**config.mk**
```make
export PLATFORM = sky130hd
export DESIGN_NAME = vga_sync_gen
export DESIGN_NICKNAME = d
export VERILOG_FILES = /design/src/rtl/vga_pkg.sv /design/src/rtl/vga_axis_cnt.sv /design/src/rtl/vga_sync_gen.sv
export SDC_FILE = /design/constraint.sdc
export NUM_CORES = 1
export LEC_CHECK = 0
export ABC_AREA = 1
export CORE_AREA = 2 2 55 62
export DETAILED_ROUTE_END_ITERATION = 16
export DIE_AREA = 0 0 57 64
export PLACE_DENSITY_LB_ADDON = 0.2
export RECOVER_POWER = 25
export SLEW_MARGIN = 5
export SYNTH_ARGS = -nofsm -noshare
export SYNTH_HDL_FRONTEND = slang
export SYNTH_SLANG_ARGS = --single-unit
```
**constraint.sdc**
```tcl
create_clock -name clk -period 4 [get_ports clk]
set_input_delay 0.4 -clock clk [delete_from_list [all_inputs] [get_ports clk]]
set_output_delay 0.4 -clock clk [all_outputs]
set_load 0.02 [all_outputs]
```
**src/rtl/vga_pkg.sv**
```systemverilog
// Shared 640x480@60 VGA timing constants, used by the sync generator and the digit renderer.
package vga_pkg;
    localparam int VGA_H_VISIBLE = 640;
    localparam int VGA_H_FRONT   = 16;
    localparam int VGA_H_SYNC    = 96;
    localparam int VGA_H_BACK    = 48;
    localparam int VGA_V_VISIBLE = 480;
    localparam int VGA_V_FRONT   = 10;
    localparam int VGA_V_SYNC    = 2;
    localparam int VGA_V_BACK    = 33;

    localparam int VGA_H_TOTAL = VGA_H_VISIBLE + VGA_H_FRONT + VGA_H_SYNC + VGA_H_BACK;
    localparam int VGA_V_TOTAL = VGA_V_VISIBLE + VGA_V_FRONT + VGA_V_SYNC + VGA_V_BACK;

    localparam int   COORD_W     = 11;
    localparam int   COORD_MAX   = (1 << COORD_W) - 1;
    localparam logic SYNC_ACTIVE = 1'b0;

    function automatic logic [COORD_W-1:0] coord(input int v);
        return COORD_W'(v);
    endfunction
endpackage

```
**src/rtl/vga_axis_cnt.sv**
```systemverilog
// One VGA timing axis: wrapping counter with registered sync decode and next-state visible flag.
module vga_axis_cnt
    import vga_pkg::*;
#(
    parameter int VISIBLE = VGA_H_VISIBLE,
    parameter int FRONT   = VGA_H_FRONT,
    parameter int SYNC    = VGA_H_SYNC,
    parameter int BACK    = VGA_H_BACK
) (
    input  logic               clk,
    input  logic               rst_n,
    input  logic               en,
    output logic [COORD_W-1:0] cnt,
    output logic               carry,
    output logic               vis_next,
    output logic               sinc
);
    localparam int TOTAL = VISIBLE + FRONT + SYNC + BACK;
    localparam logic [COORD_W-1:0] LAST     = coord(TOTAL - 1);
    localparam logic [COORD_W-1:0] ONE      = coord(1);
    localparam logic [COORD_W-1:0] VIS_END  = coord(VISIBLE);
    localparam logic [COORD_W-1:0] SYNC_BEG = coord(VISIBLE + FRONT);
    localparam logic [COORD_W-1:0] SYNC_END = coord(VISIBLE + FRONT + SYNC);

    logic [COORD_W-1:0] cnt_next;
    logic               sinc_next;

    always_comb begin
        carry    = en && (cnt == LAST);
        cnt_next = cnt;
        if (carry)
            cnt_next = '0;
        else if (en)
            cnt_next = cnt + ONE;
    end

    // Decodes look at the next count so they land in the same cycle as it.
    always_comb begin
        vis_next  = (cnt_next < VIS_END);
        sinc_next = ((cnt_next >= SYNC_BEG) && (cnt_next < SYNC_END)) ? SYNC_ACTIVE : ~SYNC_ACTIVE;
    end

    always_ff @(posedge clk or negedge rst_n) begin
        if (!rst_n) begin
            cnt  <= LAST;
            sinc <= ~SYNC_ACTIVE;
        end else begin
            cnt  <= cnt_next;
            sinc <= sinc_next;
        end
    end
endmodule

```
**src/rtl/vga_sync_gen.sv**
```systemverilog
// VGA sync/coordinate generator; all outputs registered and mutually aligned.
// Define VGA_PIX_DIV2_EN to run from a 2x pixel clock (internal divide-by-2 strobe).
module vga_sync_gen
    import vga_pkg::*;
#(
    parameter int H_VISIBLE = VGA_H_VISIBLE,
    parameter int H_FRONT   = VGA_H_FRONT,
    parameter int H_SYNC    = VGA_H_SYNC,
    parameter int H_BACK    = VGA_H_BACK,
    parameter int V_VISIBLE = VGA_V_VISIBLE,
    parameter int V_FRONT   = VGA_V_FRONT,
    parameter int V_SYNC    = VGA_V_SYNC,
    parameter int V_BACK    = VGA_V_BACK
) (
    input  logic               clk,
    input  logic               rst_n,
    output logic               h_sinc,
    output logic               v_sinc,
    output logic               video_on,
    output logic [COORD_W-1:0] pos_x,
    output logic [COORD_W-1:0] pos_y,
    output logic               line_start,
    output logic               frame_start,
    output logic               pix_stb
);
    localparam int H_TOTAL = H_VISIBLE + H_FRONT + H_SYNC + H_BACK;
    localparam int V_TOTAL = V_VISIBLE + V_FRONT + V_SYNC + V_BACK;

    generate
        if (H_TOTAL > COORD_MAX || V_TOTAL > COORD_MAX) begin : g_range_chk
            $error("vga_sync_gen: H_TOTAL/V_TOTAL exceed the coordinate width");
        end
    endgenerate

    logic adv;

`ifdef VGA_PIX_DIV2_EN
    logic div_tgl;

    // Toggle starts at 0, so the first strobe is the second edge after reset.
    always_ff @(posedge clk or negedge rst_n) begin
        if (!rst_n)
            div_tgl <= 1'b0;
        else
            div_tgl <= ~div_tgl;
    end

    assign adv = div_tgl;
`else
    assign adv = 1'b1;
`endif

    logic h_carry, v_carry;
    logic h_vis_next, v_vis_next;

    vga_axis_cnt #(
        .VISIBLE (H_VISIBLE),
        .FRONT   (H_FRONT),
        .SYNC    (H_SYNC),
        .BACK    (H_BACK)
    ) u_h (
        .clk      (clk),
        .rst_n    (rst_n),
        .en       (adv),
        .cnt      (pos_x),
        .carry    (h_carry),
        .vis_next (h_vis_next),
        .sinc     (h_sinc)
    );

    vga_axis_cnt #(
        .VISIBLE (V_VISIBLE),
        .FRONT   (V_FRONT),
        .SYNC    (V_SYNC),
        .BACK    (V_BACK)
    ) u_v (
        .clk      (clk),
        .rst_n    (rst_n),
        .en       (h_carry),
        .cnt      (pos_y),
        .carry    (v_carry),
        .vis_next (v_vis_next),
        .sinc     (v_sinc)
    );

    // A wrap on this strobe means the next pixel is column 0 (and row 0 on a frame wrap).
    always_ff @(posedge clk or negedge rst_n) begin
        if (!rst_n) begin
            video_on    <= 1'b0;
            line_start  <= 1'b0;
            frame_start <= 1'b0;
            pix_stb     <= 1'b0;
        end else begin
            pix_stb <= adv;
            if (adv) begin
                video_on    <= h_vis_next && v_vis_next;
                line_start  <= h_carry;
                frame_start <= h_carry && v_carry;
            end
        end
    end
endmodule

```
## Yosys cells after proc, flatten, opt, wreduce, memory -nomap -nowiden

Cells that the tools add are included.

- Logic and storage cells: 28
- Input bits: 2
- Output and inout port bits: 28
- Register bits: 28

- $lt $le $gt $ge: 6
- Multiplexer cells: 5
- Eq/ne operators: 2
- Reduce and logical (&&, ||, !) cells: 5
- Add/subtract/negate cells: 2

Operator list:

| cell | count |
|---|---|
| $mux W11 | 3 |
| $add A11 B1 Y11 const B | 2 |
| $eq A11 B10 Y1 const B | 2 |
| $lt A11 B10 Y1 const B | 2 |
| $lt A11 B9 Y1 const B | 2 |
| $ge A11 B10 Y1 const B | 1 |
| $ge A11 B9 Y1 const B | 1 |
| $logic_and A1 B1 Y1 | 5 |
| $mux W1 | 2 |

## Depth between registers and ports, before layout

Gate-level depths: netlist (run 1).

- Depth in word-level cells: 6
- Depth in mapped cells: 12
- Depth with buffers taken out: 11

## Modules after synthesis

From an unflattened synthesis (run 1), not the netlist that was laid out.

- Cells, all modules: 234
- Area total of the unflattened synthesis: 1764.2 µm²

Modules (own cells, without submodules):

| module | times used | area an instance (µm²) | cells an instance | sequential area each (µm²) |
|---|---|---|---|---|
| vga_axis_cnt at u_v | 1 | 842.1 | 120 | 305.3 |
| vga_axis_cnt at u_h | 1 | 803.3 | 105 | 310.3 |
| vga_sync_gen | 1 | 118.9 | 9 | 100.1 |

## Least setup slack after synthesis (run 1)

Ideal clock, no wire load.

- Kind: reg2reg
- Start point: register u_h.cnt[0]
- End point: register video_on
- Arrival time: 1772 ps
- Clock period less this slack: 1844 ps
- Setup slack: 2156 ps
- Setup time: 71 ps
- Data required time: 3929 ps
- Stages on the path, launching flop included: 13
- Cells stage by stage: dfstp_2 -> ha_1 -> nand2_2 -> nor2_4 -> inv_4 -> nor2_8 -> buf_8 -> nand3_2 -> nand2_2 -> nand2_1 -> a21oi_2 -> nand2_1 -> nor2_1

- Cells in the longest elaborated chain, start to end: 5
- Elaborated cells on any way between the ends: 9
- Those cells by class: 1 x add/sub; 2 x order compare; 1 x eq/ne; 3 x mux; 2 x reduce/logical

Ends and longest elaborated chain:

| element | line | source |
|---|---|---|
| start: declaration | vga_axis_cnt.sv:13 | `output logic [COORD_W-1:0] cnt,` |
| start signal: assignment | vga_axis_cnt.sv:48 | `cnt <= cnt_next;` |
| parallel branches: the longest is 4 deep, another holds $add A11 B1 Y11 | - |  |
| $logic_and A1 B1 Y1 * | vga_sync_gen.sv:96 | `video_on <= h_vis_next && v_vis_next;` |
| end signal: assignment | vga_sync_gen.sv:96 |  |
| end: declaration | vga_sync_gen.sv:19 | `output logic video_on,` |

Every way passes the cells marked *.

## Worst setup path in the final report (run 1)

- Start point: register u_h.cnt[0]
- End point: register u_v.sinc

- Cells in the longest elaborated chain, start to end: 6
- Elaborated cells on any way between the ends: 8
- Those cells by class: 2 x order compare; 1 x eq/ne; 3 x mux; 2 x reduce/logical

Ends and longest elaborated chain:

| element | line | source |
|---|---|---|
| $eq A11 B10 Y1 * | vga_axis_cnt.sv:29 | `carry = en && (cnt == LAST);` |
| $mux W11 or $logic_and A1 B1 Y1 (tied branches) | vga_axis_cnt.sv:33, vga_axis_cnt.sv:29 |  |
| $mux W11 * | vga_axis_cnt.sv:31 | `if (carry)` |
| net u_v.cnt_next[2] | vga_axis_cnt.sv:25 | `logic [COORD_W-1:0] cnt_next;` |
| $ge A11 B9 Y1 or $lt A11 B9 Y1 (tied branches) | vga_axis_cnt.sv:40 | `sinc_next = ((cnt_next >= SYNC_BEG) && (cnt_next < SYNC_END)) ? SYNC_ACTIVE : ~SYNC_ACTIVE;` |
| $logic_and A1 B1 Y1 * | vga_axis_cnt.sv:40 |  |
| $mux W1 * | vga_axis_cnt.sv:40 |  |
| net u_v.sinc_next | vga_axis_cnt.sv:26 | `logic sinc_next;` |
| end signal: assignment | vga_axis_cnt.sv:46 | `sinc <= ~SYNC_ACTIVE;` |
| end signal: assignment | vga_axis_cnt.sv:49 | `sinc <= sinc_next;` |
| end: declaration | vga_axis_cnt.sv:16 | `output logic sinc` |

The timed path passes the listed nets; every way through them passes the cells marked *.

==> metrics.yaml, run 1 <==
synth_fa_ha_area_share_pct: 2.35
antenna_found_initial: 0
outcome: "finished clean"
clock_sinks: 28
clock_latency_ns: 0.31
timing.rr.start: "u_h.cnt[0]"
ys_warn_count: 0
drc: 0
p_per_area_mw_per_mm2: 212
final.setup.tns_ns: 0
hpwl_um: 2470
synth_area_per_cell_um2: 7.63
drt_iter0_markers: 52
core_area_mm2: 0.00300
rrSetupSlack_ns: 1.90
min_path_type: "register to register"
worstPathMaxFanout: 21
mappedNetlistArea_mm2: 0.00159
grt_start_max_net_pins: 29
cp-start-kind: "register"
start_util_pct: 53.2
synthCells: 209
fin_skew_ns: 0.00328
final-instance-count-excl-fill: 273
synth_cell_types: 25
yosys_register_bits: 28
viasPerCell: 5.01
fp.dieH_um: 64
synth_fp_nets: 214
num-fill-cells: 283
antenna_left: 0
tightestPinTransition_ns: 1.44
synth_xor_area_share_pct: 2.20
finalSetupViolCount: 0
first_pass_iters: 6
end_kind: "register"
r2r-end: "u_v.sinc"
wl_per_cell_um: 11.9
worstHoldStart: "u_v.cnt[9]"
synthMuxAreaShare_pct: 0
grt_pass1_wl_um: 5630
netlist_top_cells_area: "dfrtp_1 25%, dfstp_2 20%, nand2_1 14%"
area_growth_pct: 20.7
crit_type: "register to register"
portBuffers: 29
cts_tree: "done"
vias: 1368
design.die.area_mm2: 0.00365
yosys.area_share.simple_pct: 34.1
cts_max_path_buffers: 2
grt-ovfl-total: 0
gr-usage-met2_pct: 32.6
h-tree-depth: 1
min_to: "u_v.cnt[9]"
rr_worst_depth: 10
synth_top_family_by_area: "simple AND/OR/NAND/NOR gates"
die_w_um: 57
drv_cap: 0
min_period_over_period_pct: 52.5
num_rows: 21
post-cts-setup-buffer-count: 0
grt_pass1_vias: 1293
busiest_layer: "met2"
cts_inserted_buffers: 3
nets: 245
power.leakage_uw: 0.000951
fmax_mhz: 476
yosysTopAreaCell: "dfrtp_1"
cp.required_ns: 4.25
grt_setup_unrepaired: "no"
layout-drive-gt1-share_pct: 10.9
cts-root-buf: "clkbuf_4"
arrival_ns: 2.35
use_met3_pct: 2.63
antennaDiodeCount: 0
finalCriticalPeriod_ns: 2.10
synth_compound_area_share_pct: 5.49
ys_seq_area_share_pct: 44.9
ir_drop_mv: 0.176
hold_violations: 0
drv_slew: 0
grt.total_usage_pct: 19.3
worstHoldPathCells: 2
timing.slew.headroom_pct: 3.77
clkTransAtPathRegs_ns: 0.14
post_cts_resized: 0
hold_buffers: 0
dp_cells: 269
io_pins: 30
totalWireLength_um: 3260
place_congestion: 0.806
grtUsageMet1_pct: 25.5
synth_top_area_share_pct: 25.1
[cell families after synthesis]
family / count (synthesis)
AND/OR/NAND/NOR: 119
XOR/XNOR: 4
AO/OA/AOI/OAI: 14
flip-flops: 28
buffers and inverters: 40
other: 1
adder cells (fa/ha/maj): 3
[through the flow]
step                total power [uW]  cell area, um^2  hold slack (ns)  setup WS (ns)  utilization, %
floorplan                        290             1590            0.104           2.16               -
global placement                 298             1900            0.508           1.94            63.5
detailed placement               298             1900            0.513           1.89            63.5
CTS                              414             1930            0.436           1.89            64.4
global route                     427             1920            0.547           1.76            64.2
finish                           407             1920            0.528           1.90            64.2
[area by class of cell]
type,count,area [um^2],area share (%)
multi-input cells,141,708,36.8
repair buffers,30,294,15.3
clock buffers,4,26.3,1.37
flip-flops and latches,28,716,37.2
well taps,34,42.5,2.21
inverters,36,138,7.15
[power breakdown]
part / total, uW / internal [uW] / switching [uW]
clock network: 115 / 38.9 / 76.2
registers: 284 / 284 / 0.129
logic: 7.87 / 1.69 / 6.18
[state kept, by name, summed over array words and instances (netlist names)]
| signal | cells |
|---|---|
| u_v.cnt | 11 |
| line_start | 1 |
| frame_start | 1 |
| u_v.sinc | 1 |
| u_h.cnt | 11 |
| u_h.sinc | 1 |
| pix_stb | 1 |
| video_on | 1 |
[cells in the mapped netlist]
cell type,number
nand2_1,60
inv_1,35
nor2_1,23
nand3_1,21
dfrtp_1,16
dfstp_2,12
nand4_1,6
o21ai_0,5
o21bai_1,4
xor2_1,4
ha_1,3
nand2_2,3
a21oi_1,2
a21oi_2,2
buf_2,2
nand3_2,2
buf_4,1
buf_8,1
conb_1,1
inv_4,1
nand3b_1,1
nand4_2,1
nor2_4,1
nor2_8,1
o21ai_1,1
[how the worst max path moves through the flow]
stage,start,end,slack (ns)
floorplan,u_h.cnt[0],video_on,2.16
global placement,u_h.cnt[0],u_v.sinc,1.94
global route,u_h.cnt[0],u_v.sinc,1.76
CTS,u_h.cnt[0],u_v.sinc,1.89
finish,u_h.cnt[0],u_v.sinc,1.90
detailed placement,u_h.cnt[0],u_v.sinc,1.89
[worst max-delay path, cell delays in order (launching register included)]
cell and delay (ns):
dfstp_2 0.57, ha_1 0.19, nand2_2 0.09, nor2_4 0.19, inv_4 0.07, nor2_8 0.27
nand2_1 0.18, inv_1 0.17, a21oi_1 0.08, nor2_1 0.14, nand3_1 0.09
[layer usage]
metal  part of all wire [%]  wire length, um  vias to the layer above
met5                      0                0                        -
met4                   0.58               19                        0
met3                    3.6              117                        2
met2                     48             1570                       32
met1                     48             1550                      626
li1                       -                -                      708
[cell usage in the layout, fill, tap and decap left out]
cell type and instances:
xor2_1 4, o21bai_1 4, nor2_4 1, dfstp_2 12
inv_1 35, conb_1 1, nor2_1 23, nand3_2 2
nand3_1 21, nand2_2 3, nand2_1 60, o21ai_1 1
nand4_2 1, dfrtp_1 16, clkbuf_1 2, nand3b_1 1
clkbuf_4 3, nor2_8 1, o21ai_0 5, ha_1 3
a21oi_1 2, nand4_1 6, clkdlybuf4s50_1 28, a21oi_2 2
dlygate4sd3_1 1, inv_4 1
No activity file was read; power rests on OpenSTA's default activity.
==> inputs of run 2 (changes only) <==
- CORE_AREA: 2 2 55 62 -> 2 2 57 64
- DIE_AREA: 0 0 57 64 -> 0 0 59 66
- clock period: 4 -> 2 ns (I/O delays scaled with it)
==> metrics.yaml, run 2 (synthesis gave the netlist of run 1 again) <==
core_area_mm2: 0.00325
area_growth_pct: 28.4
clock_latency_ns: 0.33
die_w_um: 59
num-fill-cells: 300
wl_per_cell_um: 12.7
tightestPinTransition_ns: 1.44
drv_slew: 0
num_rows: 22
cp_common_cell: "nand2_1"
drc: 0
clock_sinks: 28
min_path_type: "register to register"
first_pass_iters: 5
min_period_over_period_pct: 92.2
worstPathMaxFanout: 9
cp-start-kind: "register"
antenna_left: 0
fp.dieH_um: 66
clkTransAtPathRegs_ns: 0.16
layout-drive-gt1-share_pct: 14.9
crit_type: "register to register"
fin_hold_ws_ns: 0.532
reg_top3: "u_h.cnt (11), u_v.cnt (11)"
arrival_ns: 2.13
drv_cap: 0
ir_drop_mv: 0.407
antenna_found_initial: 0
final_core_util_pct: 63.0
cts-root-buf: "clkbuf_4"
grt-ovfl-total: 0
slowest_stage: "dfstp_2"
finalCriticalPeriod_ns: 1.84
nets: 254
cts_tree: "done"
grt.total_usage_pct: 20.0
outcome: "finished clean"
power.leakage_uw: 0.000997
critPathMaxStageDelay_ns: 0.61
fin_skew_ns: 0.0157
h-tree-depth: 1
power_uw: 959
cts_inserted_buffers: 3
p_per_area_mw_per_mm2: 468
vias: 1424
timing.slew.headroom_pct: 3.74
design.die.area_mm2: 0.00389
cts_max_path_buffers: 2
hold_violations: 0
place_congestion: 0.817
final.setup.tns_ns: 0
grt_start_max_net_pins: 29
viasPerCell: 5.01
drt_iter0_markers: 61
hold_buffers: 0
end_kind: "register"
final-instance-count-excl-fill: 284
grt_pass1_vias: 1333
mostFrequentLayoutCells: "60 x nand2_1, 35 x inv_1, 28 x clkdlybuf4s50_1"
layout_commonest_cell: "nand2_1"
fmax_mhz: 542
hpwl_um: 2570
io_pins: 30
dp_cells: 276
finalSetupViolCount: 0
portBuffers: 29
path_cells: "nand2_1 > inv_1 > nand3_4 > nor2_4 > nand2_1 > o21ai_1 > nand2_1 > nand3_1 > nor2_1 > nand3_1"
totalWireLength_um: 3620
start_util_pct: 49.1
grt_pass1_wl_um: 6010
cp.required_ns: 2.29
antennaDiodeCount: 0
[run 2: cell count changes in the layout (fill, tap and decap cells not counted), sizes merged]
cell	before	now
bufinv	0	1
buf	0	7
clkbuf	5	4
nor2	25	27
[run 2: area by class of cell]
class / count / area, um^2 / share of cell area, %
clock inverters: 1 / 30.0 / 1.47
flip-flops and latches: 28 / 716 / 35.0
clock buffers: 3 / 22.5 / 1.10
repair buffers: 37 / 347 / 16.9
well taps: 36 / 45.0 / 2.20
multi-input cells: 143 / 749 / 36.6
inverters: 36 / 138 / 6.72
[run 2: worst paths after layout]
check | from | to | slack (ns) | depth (start not counted)
hold reg to reg | u_v.cnt[9] | u_v.cnt[9] | 0.53 | 2
min in group asynchronous | rst_n | u_h.cnt[6] | 0.72 | 2
hold / removal | u_v.cnt[9] | u_v.cnt[9] | 0.53 | 2
max in group asynchronous | rst_n | u_v.cnt[4] | 0.43 | 2
setup reg to reg | u_h.cnt[8] | u_v.sinc | 0.16 | 10
setup / recovery | u_h.cnt[8] | u_v.sinc | 0.16 | 10
[run 2: per-layer routing]
metal  share of wire (%)  vias up  track usage, %
met5                   0        -               0
met4                 1.7        0            7.95
met3                 4.1        6            3.91
met2                  50       35            32.8
met1                  45      657            25.6
li1                    -      726               -
[run 2: what timing repair did]
item                                   in CTS  in global routing
endpoints found under the hold margin       0                  0
setup endpoints to repair                   0                  3
gates resized for setup                     0                  3
buffers inserted                            0                  2
[run 2: worst max-delay path: cells and delay by family, from the launching register on]
| kind | cells | cell delay, ns |
|---|---|---|
| AOI/OAI and AO/OA | 1 | 0.09 |
| DFF | 1 | 0.61 |
| and+or+nand+nor | 8 | 0.91 |
| buffers and inverters | 1 | 0.19 |
[run 2: report_power, final]
part | total (uW) | internal (uW) | switching, uW
clock | 374 | 203 | 172
sequential | 569 | 569 | 0.194
combinational | 15.6 | 3.39 | 12.3
[run 2: through the flow]
stage          setup WS, ns  instance area, um^2
6_report              0.155                 2050
5_1_grt             -0.0202                 2050
4_1_cts              0.0632                 1990
3_5_place_dp         0.0871                 1940
3_3_place_gp         0.0989                 1940
2_1_floorplan         0.156                 1590
